[src/rtl/temporizador_pkg.sv]
// Shared definitions for the game timer: phase encoding, counter width and
// the per-level interval table.
package temporizador_pkg;

  typedef enum logic [1:0] {
    FASE_OCIOSO = 2'd0,
    FASE_ON     = 2'd1,
    FASE_OFF    = 2'd2,
    FASE_ESPERA = 2'd3
  } fase_t;

  localparam int LARGURA_CONTADOR = 13;

  // Rows are difficulty levels 0..3; columns are ON, OFF, ESPERA in cycles.
  localparam logic [LARGURA_CONTADOR-1:0] TABELA_DURACAO [4][3] = '{
    '{13'd1000, 13'd500, 13'd5000},
    '{13'd750,  13'd250, 13'd4000},
    '{13'd500,  13'd250, 13'd3000},
    '{13'd250,  13'd125, 13'd2000}
  };

  function automatic logic [LARGURA_CONTADOR-1:0] duracao(input logic [1:0] nivel,
                                                          input fase_t fase);
    logic [LARGURA_CONTADOR-1:0] d;
    d = '0;
    case (fase)
      FASE_ON:     d = TABELA_DURACAO[nivel][0];
      FASE_OFF:    d = TABELA_DURACAO[nivel][1];
      FASE_ESPERA: d = TABELA_DURACAO[nivel][2];
      default:     d = '0;
    endcase
    return d;
  endfunction

endpackage

[src/rtl/contador_saturado.sv]
// Cycle counter that saturates at a limit; a clear with enable restarts it
// at 1 so the first cycle of a new phase is counted immediately.
module contador_saturado
  import temporizador_pkg::*;
(
  input  logic                        clock,
  input  logic                        reset,
  input  logic                        clear,
  input  logic                        enable,
  input  logic [LARGURA_CONTADOR-1:0] limit,
  output logic [LARGURA_CONTADOR-1:0] count,
  output logic                        at_limit
);

  logic [LARGURA_CONTADOR-1:0] r_count;

  always_ff @(posedge clock or negedge reset) begin
    if (!reset) begin
      r_count <= '0;
    end else if (clear) begin
      r_count <= {{(LARGURA_CONTADOR-1){1'b0}}, enable};
    end else if (enable && (r_count < limit)) begin
      r_count <= r_count + 1'b1;
    end
  end

  assign count    = r_count;
  assign at_limit = (r_count >= limit);

endmodule

[src/rtl/temporizador_jogo.sv]
// Game interval timer: decodes the requested phase, times it against the
// latched difficulty level and flags the end of each interval.
module temporizador_jogo
  import temporizador_pkg::*;
(
  input  logic                        clock,
  input  logic                        reset,
  input  logic                        estado_ledsOn,
  input  logic                        estado_ledsOff,
  input  logic                        estado_espera,
  input  logic [1:0]                  nivel,
  input  logic                        carrega_nivel,
  output logic                        fimLedsOn,
  output logic                        fimLedsOff,
  output logic                        timeout,
  output logic                        erro_entrada,
  output logic [1:0]                  db_nivel,
  output logic [1:0]                  db_fase,
  output logic [LARGURA_CONTADOR-1:0] db_contagem
);

  fase_t                       w_fase;
  fase_t                       r_fase;
  logic [1:0]                  r_nivel;
  logic                        r_erro;
  logic                        w_multiplos;
  logic                        w_mesma;
  logic                        w_reinicia;
  logic                        w_ativo;
  logic                        w_fim;
  logic                        w_no_limite;
  logic [LARGURA_CONTADOR-1:0] w_limite;
  logic [LARGURA_CONTADOR-1:0] w_contagem;

  always_comb begin
    w_fase = FASE_OCIOSO;
    if (estado_ledsOn)       w_fase = FASE_ON;
    else if (estado_ledsOff) w_fase = FASE_OFF;
    else if (estado_espera)  w_fase = FASE_ESPERA;
  end

  assign w_multiplos = (estado_ledsOn & estado_ledsOff) |
                       (estado_ledsOn & estado_espera)  |
                       (estado_ledsOff & estado_espera);

  assign w_limite   = duracao(r_nivel, w_fase);
  assign w_ativo    = (w_fase != FASE_OCIOSO);
  assign w_mesma    = w_ativo && (w_fase == r_fase);
  assign w_reinicia = !w_mesma;

  contador_saturado u_contador (
    .clock    (clock),
    .reset    (reset),
    .clear    (w_reinicia),
    .enable   (w_ativo),
    .limit    (w_limite),
    .count    (w_contagem),
    .at_limit (w_no_limite)
  );

  // The registered count lags by one cycle, so cycle D is reached when it holds D-1.
  assign w_fim = reset && w_mesma &&
                 (w_no_limite || (w_contagem == (w_limite - 1'b1)));

  assign fimLedsOn  = w_fim && (w_fase == FASE_ON);
  assign fimLedsOff = w_fim && (w_fase == FASE_OFF);
  assign timeout    = w_fim && (w_fase == FASE_ESPERA);

  always_ff @(posedge clock or negedge reset) begin
    if (!reset) begin
      r_fase  <= FASE_OCIOSO;
      r_nivel <= 2'd0;
      r_erro  <= 1'b0;
    end else begin
      r_fase <= w_fase;
      if (carrega_nivel && !w_ativo) r_nivel <= nivel;
      if (w_multiplos)               r_erro  <= 1'b1;
    end
  end

  assign erro_entrada = r_erro;
  assign db_nivel     = r_nivel;
  assign db_fase      = r_fase;
  assign db_contagem  = w_contagem;

endmodule

[config.mk]
export PLATFORM = sky130hd
export DESIGN_NAME = temporizador_jogo
export DESIGN_NICKNAME = d
export VERILOG_FILES = /design/src/rtl/temporizador_pkg.sv /design/src/rtl/contador_saturado.sv /design/src/rtl/temporizador_jogo.sv
export SDC_FILE = /design/constraint.sdc
export NUM_CORES = 1
export LEC_CHECK = 0
export BUFFER_PORTS_ARGS = -buffer_cell sky130_fd_sc_hd__buf_4
export CORE_ASPECT_RATIO = 0.8
export CORE_MARGIN = 1
export CORE_UTILIZATION = 50
export CTS_CLUSTER_DIAMETER = 50
export CTS_CLUSTER_SIZE = 28
export DETAILED_ROUTE_END_ITERATION = 8
export PLACE_DENSITY = 0.71
export REMOVE_ABC_BUFFERS = 1
export SYNTH_ARGS = -nofsm -noshare
export SYNTH_HDL_FRONTEND = slang
export SYNTH_SLANG_ARGS = --single-unit
[constraint.sdc]
create_clock -name clock -period 6.5 [get_ports clock]
set_clock_uncertainty 0.2 [all_clocks]
set_input_delay 0 -clock clock [delete_from_list [all_inputs] [get_ports clock]]
set_output_delay 0 -clock clock [all_outputs]
set_load 0.005 [all_outputs]
==> impl_metrics.py, run 1 <==
metrics = {
    "clock_tree": {
        "h-tree-depth": 1,
        "clkTransAtPathRegs_ns": 0.08,
        "clk_path_buf_depth": 2,
        "postCtsHoldBufs": 10,
        "insertion_delay_ns": 0.26,
        "cts-resized-gates": 0,
        "clock-sinks": 18,
        "post_cts_buffers": 0,
        "cts_inserted_buffers": 3,
        "cts_tree": "built",
        "cts_root_buffer": "clkbuf_8",
    },
    "sta": {
        "fin_crit_sh_pct": 59.8,
        "worstMarginPinSlew_ns": 0.903,
        "setup_viol": 0,
        "hold_viol": 0,
        "max_slew_margin_pct": 39.6,
        "setup_ws_ns": 2.62,
        "rsz0062_at_grt": "false",
        "fmax_mhz": 257,
        "fin_crit_ns": 3.88,
        "finalSetupTns_ns": 0,
        "whs_ns": 0.280,
        "slew_violations": 0,
    },
    "finish": {
        "multi_input_area_um2": 1410,
        "nets": 296,
        "drive_above_1_share_pct": 16.9,
        "final_common_cell": "buf_4",
        "fill_cells": 325,
        "fin_area_um2": 2310,
        "seq_area_um2": 450,
        "antennaDiodeCount": 0,
        "area_growth_pct": 18.6,
        "mostFrequentLayoutCells": "28 x buf_4, 22 x a21oi_1, 20 x ha_1",
    },
    "min_path": {
        "hold_end": "erro_entrada",
        "hp-start": "erro_entrada",
        "hold_depth": 1,
        "min_path_type": "flop to flop",
    },
    "yosys": {
        "yosysWarnings": 0,
        "syn_avg_cell_area_um2": 8.24,
        "ys_seq_elements": 18,
        "synth_flop_cell": "dfrtp_1",
        "ys_types": 58,
        "synth-async-reset-ratio_pct": 100,
        "synthCells": 236,
        "syn-cell-area_um2": 1950,
        "synth-edff-count": 0,
        "ys_seq_area_share_pct": 23.2,
    },
    "global_route": {
        "grt_pass1_wl_mm": 8.78,
        "gr-total-overflow": 0,
        "gr-usage-all-layers_pct": 27.1,
        "grt_pass1_vias": 1755,
        "grt_max_degree": 26,
        "grt_antenna_before_repair": 0,
    },
    "pwr": {
        "ir_drop_mv": 0.102,
        "finalPower_uw": 402,
        "power-per-cell-area_nw_per_um2": 174,
        "p_leak_nw": 0.992,
    },
    "setup_path": {
        "endpoint_kind": "primary output",
        "reg2reg_setup_slack_ns": 2.64,
        "rr_startpoint": "db_nivel[1]",
        "critPathKind": "flop to primary output",
        "crit_required_ns": 6.30,
        "crit_path_start": "db_nivel[1]",
        "ff2ff_path_depth": 12,
        "arrival_ns": 3.68,
        "crit_fanout": 11,
        "worstSetupStartpointType": "flop",
        "timing.rr.end": "u_contador.count[5]",
    },
    "placement": {
        "dp_worst_setup_slack_ns": 2.72,
        "dp_hpwl_mm": 3.91,
        "routabilityCongestion": 1.04,
        "postPlaceCellArea_um2": 2150,
        "port_buffers": 28,
    },
    "detailed_routing": {
        "first_pass_iters": 6,
        "drt-initial-drc-count": 127,
        "routedWlPerCell_um": 17.3,
        "vias": 1966,
        "viasPerCell": 6.36,
        "drt_wl_total_mm": 5.34,
        "ant_nets": 0,
        "drc": 0,
    },
    "floorplan": {
        "die_area_um2": 4150,
        "dieHeight_um": 57.8,
        "start_util_pct": 54.6,
        "core_area_um2": 3570,
        "io_pins": 29,
        "rows": 19,
        "die_x_um": 71.7,
    },
    "status": {
        "run_status": "finished, final reports clean",
    },
    "flow_run": {
        "drv_cap": 0,
    },
}
area by class of cell:
class	instances	area share [%]
Multi-Input combinational cell	200	61.2
Tap cell	42	2.28
Clock buffer	4	2.38
Timing Repair Buffer	38	13.4
Inverter	7	1.14
Sequential cell	18	19.5
per-stage QoR:
stage / util [%] / std cells
2_1_floorplan: - / 225
5_1_grt: 64.7 / 309
4_1_cts: 64.7 / 309
3_5_place_dp: 60.4 / 295
3_3_place_gp: 60.4 / 295
6_report: 64.7 / 309
cells by family after synthesis:
family	Yosys count	share of synthesized area, %
and+or+nand+nor	88	24.8
AOI/OAI and AO/OA	75	26.7
adders and majority gates	20	12.9
buffers and inverters	18	4.18
DFF	18	23.2
xor gates and xnor gates	11	4.95
muxes	6	3.34
critical path, stage by stage (launching register included):
cell	delay (ns)
dfrtp_1	0.57
inv_1	0.17
ha_1	0.50
and3_1	0.21
a21oi_1	0.06
ha_1	0.32
mux2i_1	0.17
nor2_1	0.08
a211o_1	0.29
a2111oi_2	0.30
o2111ai_1	0.23
o41ai_1	0.36
buf_4	0.17
power by group:
| group | switching, mW | internal (mW) |
|---|---|---|
| registers | 0.0133 | 0.117 |
| logic | 0.0968 | 0.0762 |
| clock network | 0.0446 | 0.0540 |
cell usage after synthesis, types with 3 or more instances:
| cell type | instances | area, um^2 |
|---|---|---|
| a21oi_1 | 22 | 110 |
| and3_1 | 5 | 31.3 |
| buf_2 | 8 | 40.0 |
| dfrtp_1 | 18 | 450 |
| ha_1 | 20 | 250 |
| inv_1 | 7 | 26.3 |
| mux2_2 | 3 | 33.8 |
| nand2_1 | 18 | 67.6 |
| nand2b_1 | 4 | 25.0 |
| nand3_1 | 9 | 45.0 |
| nand4_1 | 3 | 18.8 |
| nor2_1 | 13 | 48.8 |
| nor2b_1 | 4 | 25.0 |
| nor3b_1 | 3 | 22.5 |
| o211ai_1 | 6 | 45.0 |
| o21ai_0 | 15 | 75.1 |
| o22ai_1 | 3 | 18.8 |
| o31ai_1 | 4 | 30.0 |
| or2_2 | 3 | 18.8 |
| or3_1 | 9 | 56.3 |
| xnor2_1 | 9 | 78.8 |
flip-flops by register name, indices dropped and copies added, names as in the netlist:
signal	count
db_fase	2
db_nivel	2
erro_entrada	1
u_contador.count	13
layer usage:
layer | up-vias | global-route usage, % | wire [um]
li1 | 963 | - | -
met2 | 85 | 39.2 | 2280
met3 | 6 | 5.39 | 410
met5 | - | 0 | 0
met4 | 0 | 3.92 | 36
met1 | 912 | 42.5 | 2610
worst max path at each step:
stage / to / cells after the start
6_report: fimLedsOn / 12
5_1_grt: u_contador.count[10] / 11
4_1_cts: fimLedsOn / 12
3_5_place_dp: u_contador.count[10] / 11
3_3_place_gp: u_contador.count[5] / 12
2_1_floorplan: u_contador.count[10] / 12
Note: power is estimated with default switching activity, not from simulation.
==> run 2: changes to the inputs <==
Clock period 6.5 ns to 3.8 ns, I/O delays scaled along.
==> impl_metrics.py, run 2 (synthesis results as in run 1) <==
metrics = {
    "status": {
        "run_status": "finished, final reports clean",
    },
    "finish": {
        "nets": 304,
        "seq_area_um2": 450,
        "antennaDiodeCount": 0,
        "largest_reg_flops": 13,
        "multi_input_area_um2": 1420,
        "area_growth_pct": 22.3,
        "fill_cells": 306,
        "mostFrequentLayoutCells": "36 x buf_4, 22 x a21oi_1, 18 x nand2_1, 18 x ha_1, 18 x dfrtp_1",
        "drive_above_1_share_pct": 20.4,
        "final_common_cell": "buf_4",
    },
    "sta": {
        "fmax_mhz": 279,
        "setup_viol": 0,
        "hold_viol": 0,
        "rsz0062_at_grt": "false",
        "fin_crit_sh_pct": 94.5,
        "slew_violations": 0,
        "max_slew_margin_pct": 43.8,
        "finalSetupTns_ns": 0,
        "setup_ws_ns": 0.210,
        "worstMarginPinSlew_ns": 0.840,
        "whs_ns": 0.0354,
        "fin_crit_ns": 3.59,
    },
    "global_route": {
        "grt_pass1_wl_mm": 9.07,
        "grt_pass1_vias": 1767,
        "gr-total-overflow": 0,
        "grt_max_degree": 24,
        "grt_antenna_before_repair": 0,
        "gr-usage-all-layers_pct": 28.2,
    },
    "clock_tree": {
        "insertion_delay_ns": 0.26,
        "cts_root_buffer": "clkbuf_8",
        "cts_tree": "built",
        "clk_path_buf_depth": 2,
        "clkTransAtPathRegs_ns": 0.08,
        "cts_inserted_buffers": 3,
        "clock-sinks": 18,
        "h-tree-depth": 1,
    },
    "floorplan": {
        "core_area_um2": 3570,
        "die_area_um2": 4150,
        "die_x_um": 71.7,
        "io_pins": 29,
        "rows": 19,
        "start_util_pct": 54.6,
        "dieHeight_um": 57.8,
    },
    "min_path": {
        "min_path_type": "input pin to flop",
    },
    "placement": {
        "routabilityCongestion": 0.993,
        "port_buffers": 28,
        "dp_hpwl_mm": 4.01,
        "dp_worst_setup_slack_ns": 0.165,
    },
    "flow_run": {
        "drv_cap": 0,
    },
    "pwr": {
        "power-per-cell-area_nw_per_um2": 297,
        "p_leak_nw": 1.03,
        "finalPower_uw": 708,
        "ir_drop_mv": 0.190,
    },
    "detailed_routing": {
        "ant_nets": 0,
        "drt-initial-drc-count": 253,
        "first_pass_iters": 6,
        "drc": 0,
        "vias": 2091,
        "routedWlPerCell_um": 17.7,
        "viasPerCell": 6.60,
        "drt_wl_total_mm": 5.61,
    },
    "setup_path": {
        "arrival_ns": 3.58,
        "worstSetupStartpointType": "flop",
        "crit_required_ns": 3.79,
        "critPathKind": "flop to flop",
        "crit_fanout": 12,
        "endpoint_kind": "flop",
    },
}
run 2: cell types whose count changed in the layout (fill, tap and decap cells not counted), sizes merged:
cell and delta:
buf +8
run 2: per-layer routing:
| metal | up-vias | wire length [um] | track usage [%] |
|---|---|---|---|
| li1 | 975 | - | - |
| met1 | 988 | 2690 | 45.1 |
| met2 | 120 | 2390 | 39.9 |
| met3 | 8 | 488 | 4.17 |
| met4 | 0 | 44 | 5.32 |
| met5 | - | 0 | 0 |
run 2: path summary, 6_finish.rpt:
kind                       slack [ns]                   to      startpoint  cells past startpoint
min in group asynchronous        0.74  u_contador.count[7]           reset                      3
min reg2reg                      0.28         erro_entrada    erro_entrada                      1
min                              0.04           db_fase[0]  estado_ledsOff                      3
max reg2reg                      0.21  u_contador.count[9]     db_nivel[1]                     13
max                              0.21  u_contador.count[9]     db_nivel[1]                     13
max in group asynchronous        2.14  u_contador.count[6]           reset                      3
run 2: final cells by class:
| type | instances | share of cell area (%) |
|---|---|---|
| Clock buffer | 4 | 2.31 |
| Tap cell | 42 | 2.21 |
| Sequential cell | 18 | 18.9 |
| Multi-Input combinational cell | 200 | 59.9 |
| Inverter | 7 | 1.10 |
| Timing Repair Buffer | 46 | 15.6 |
run 2: through the flow:
step                      instance area (um^2)  instances  utilization [%]
after floorplan                           1890        225                -
after global placement                    2180        299             61.2
after detailed placement                  2180        299             61.2
after CTS                                 2340        313             65.6
after global routing                      2380        317             66.7
final                                     2380        317             66.7
run 2: repair_timing:
action / in CTS / in global routing
endpoints found under the hold margin: 23 / 0
buffers inserted: 0 / 4
gates resized for setup: 0 / 3
setup endpoints to repair: 0 / 15
hold buffers: 10 / 0
run 2: worst max-delay path, stage by stage (launching register included):
cell	delay, ns
dfrtp_1	0.48
inv_1	0.17
ha_2	0.25
o21ai_0	0.16
o211a_1	0.28
or2_2	0.32
ha_1	0.31
o21ai_0	0.08
a21oi_1	0.07
o31ai_2	0.27
a22oi_2	0.21
buf_4	0.23
or3_1	0.34
a21oi_1	0.15
run 2: where the power goes:
part,total (mW),leakage (nW),internal [mW],switching (mW)
Sequential,0.215,0.233,0.200,0.0147
Combinational,0.330,0.764,0.147,0.183
Clock,0.163,0.0288,0.0922,0.0704
Total,0.708,1.03,0.440,0.268
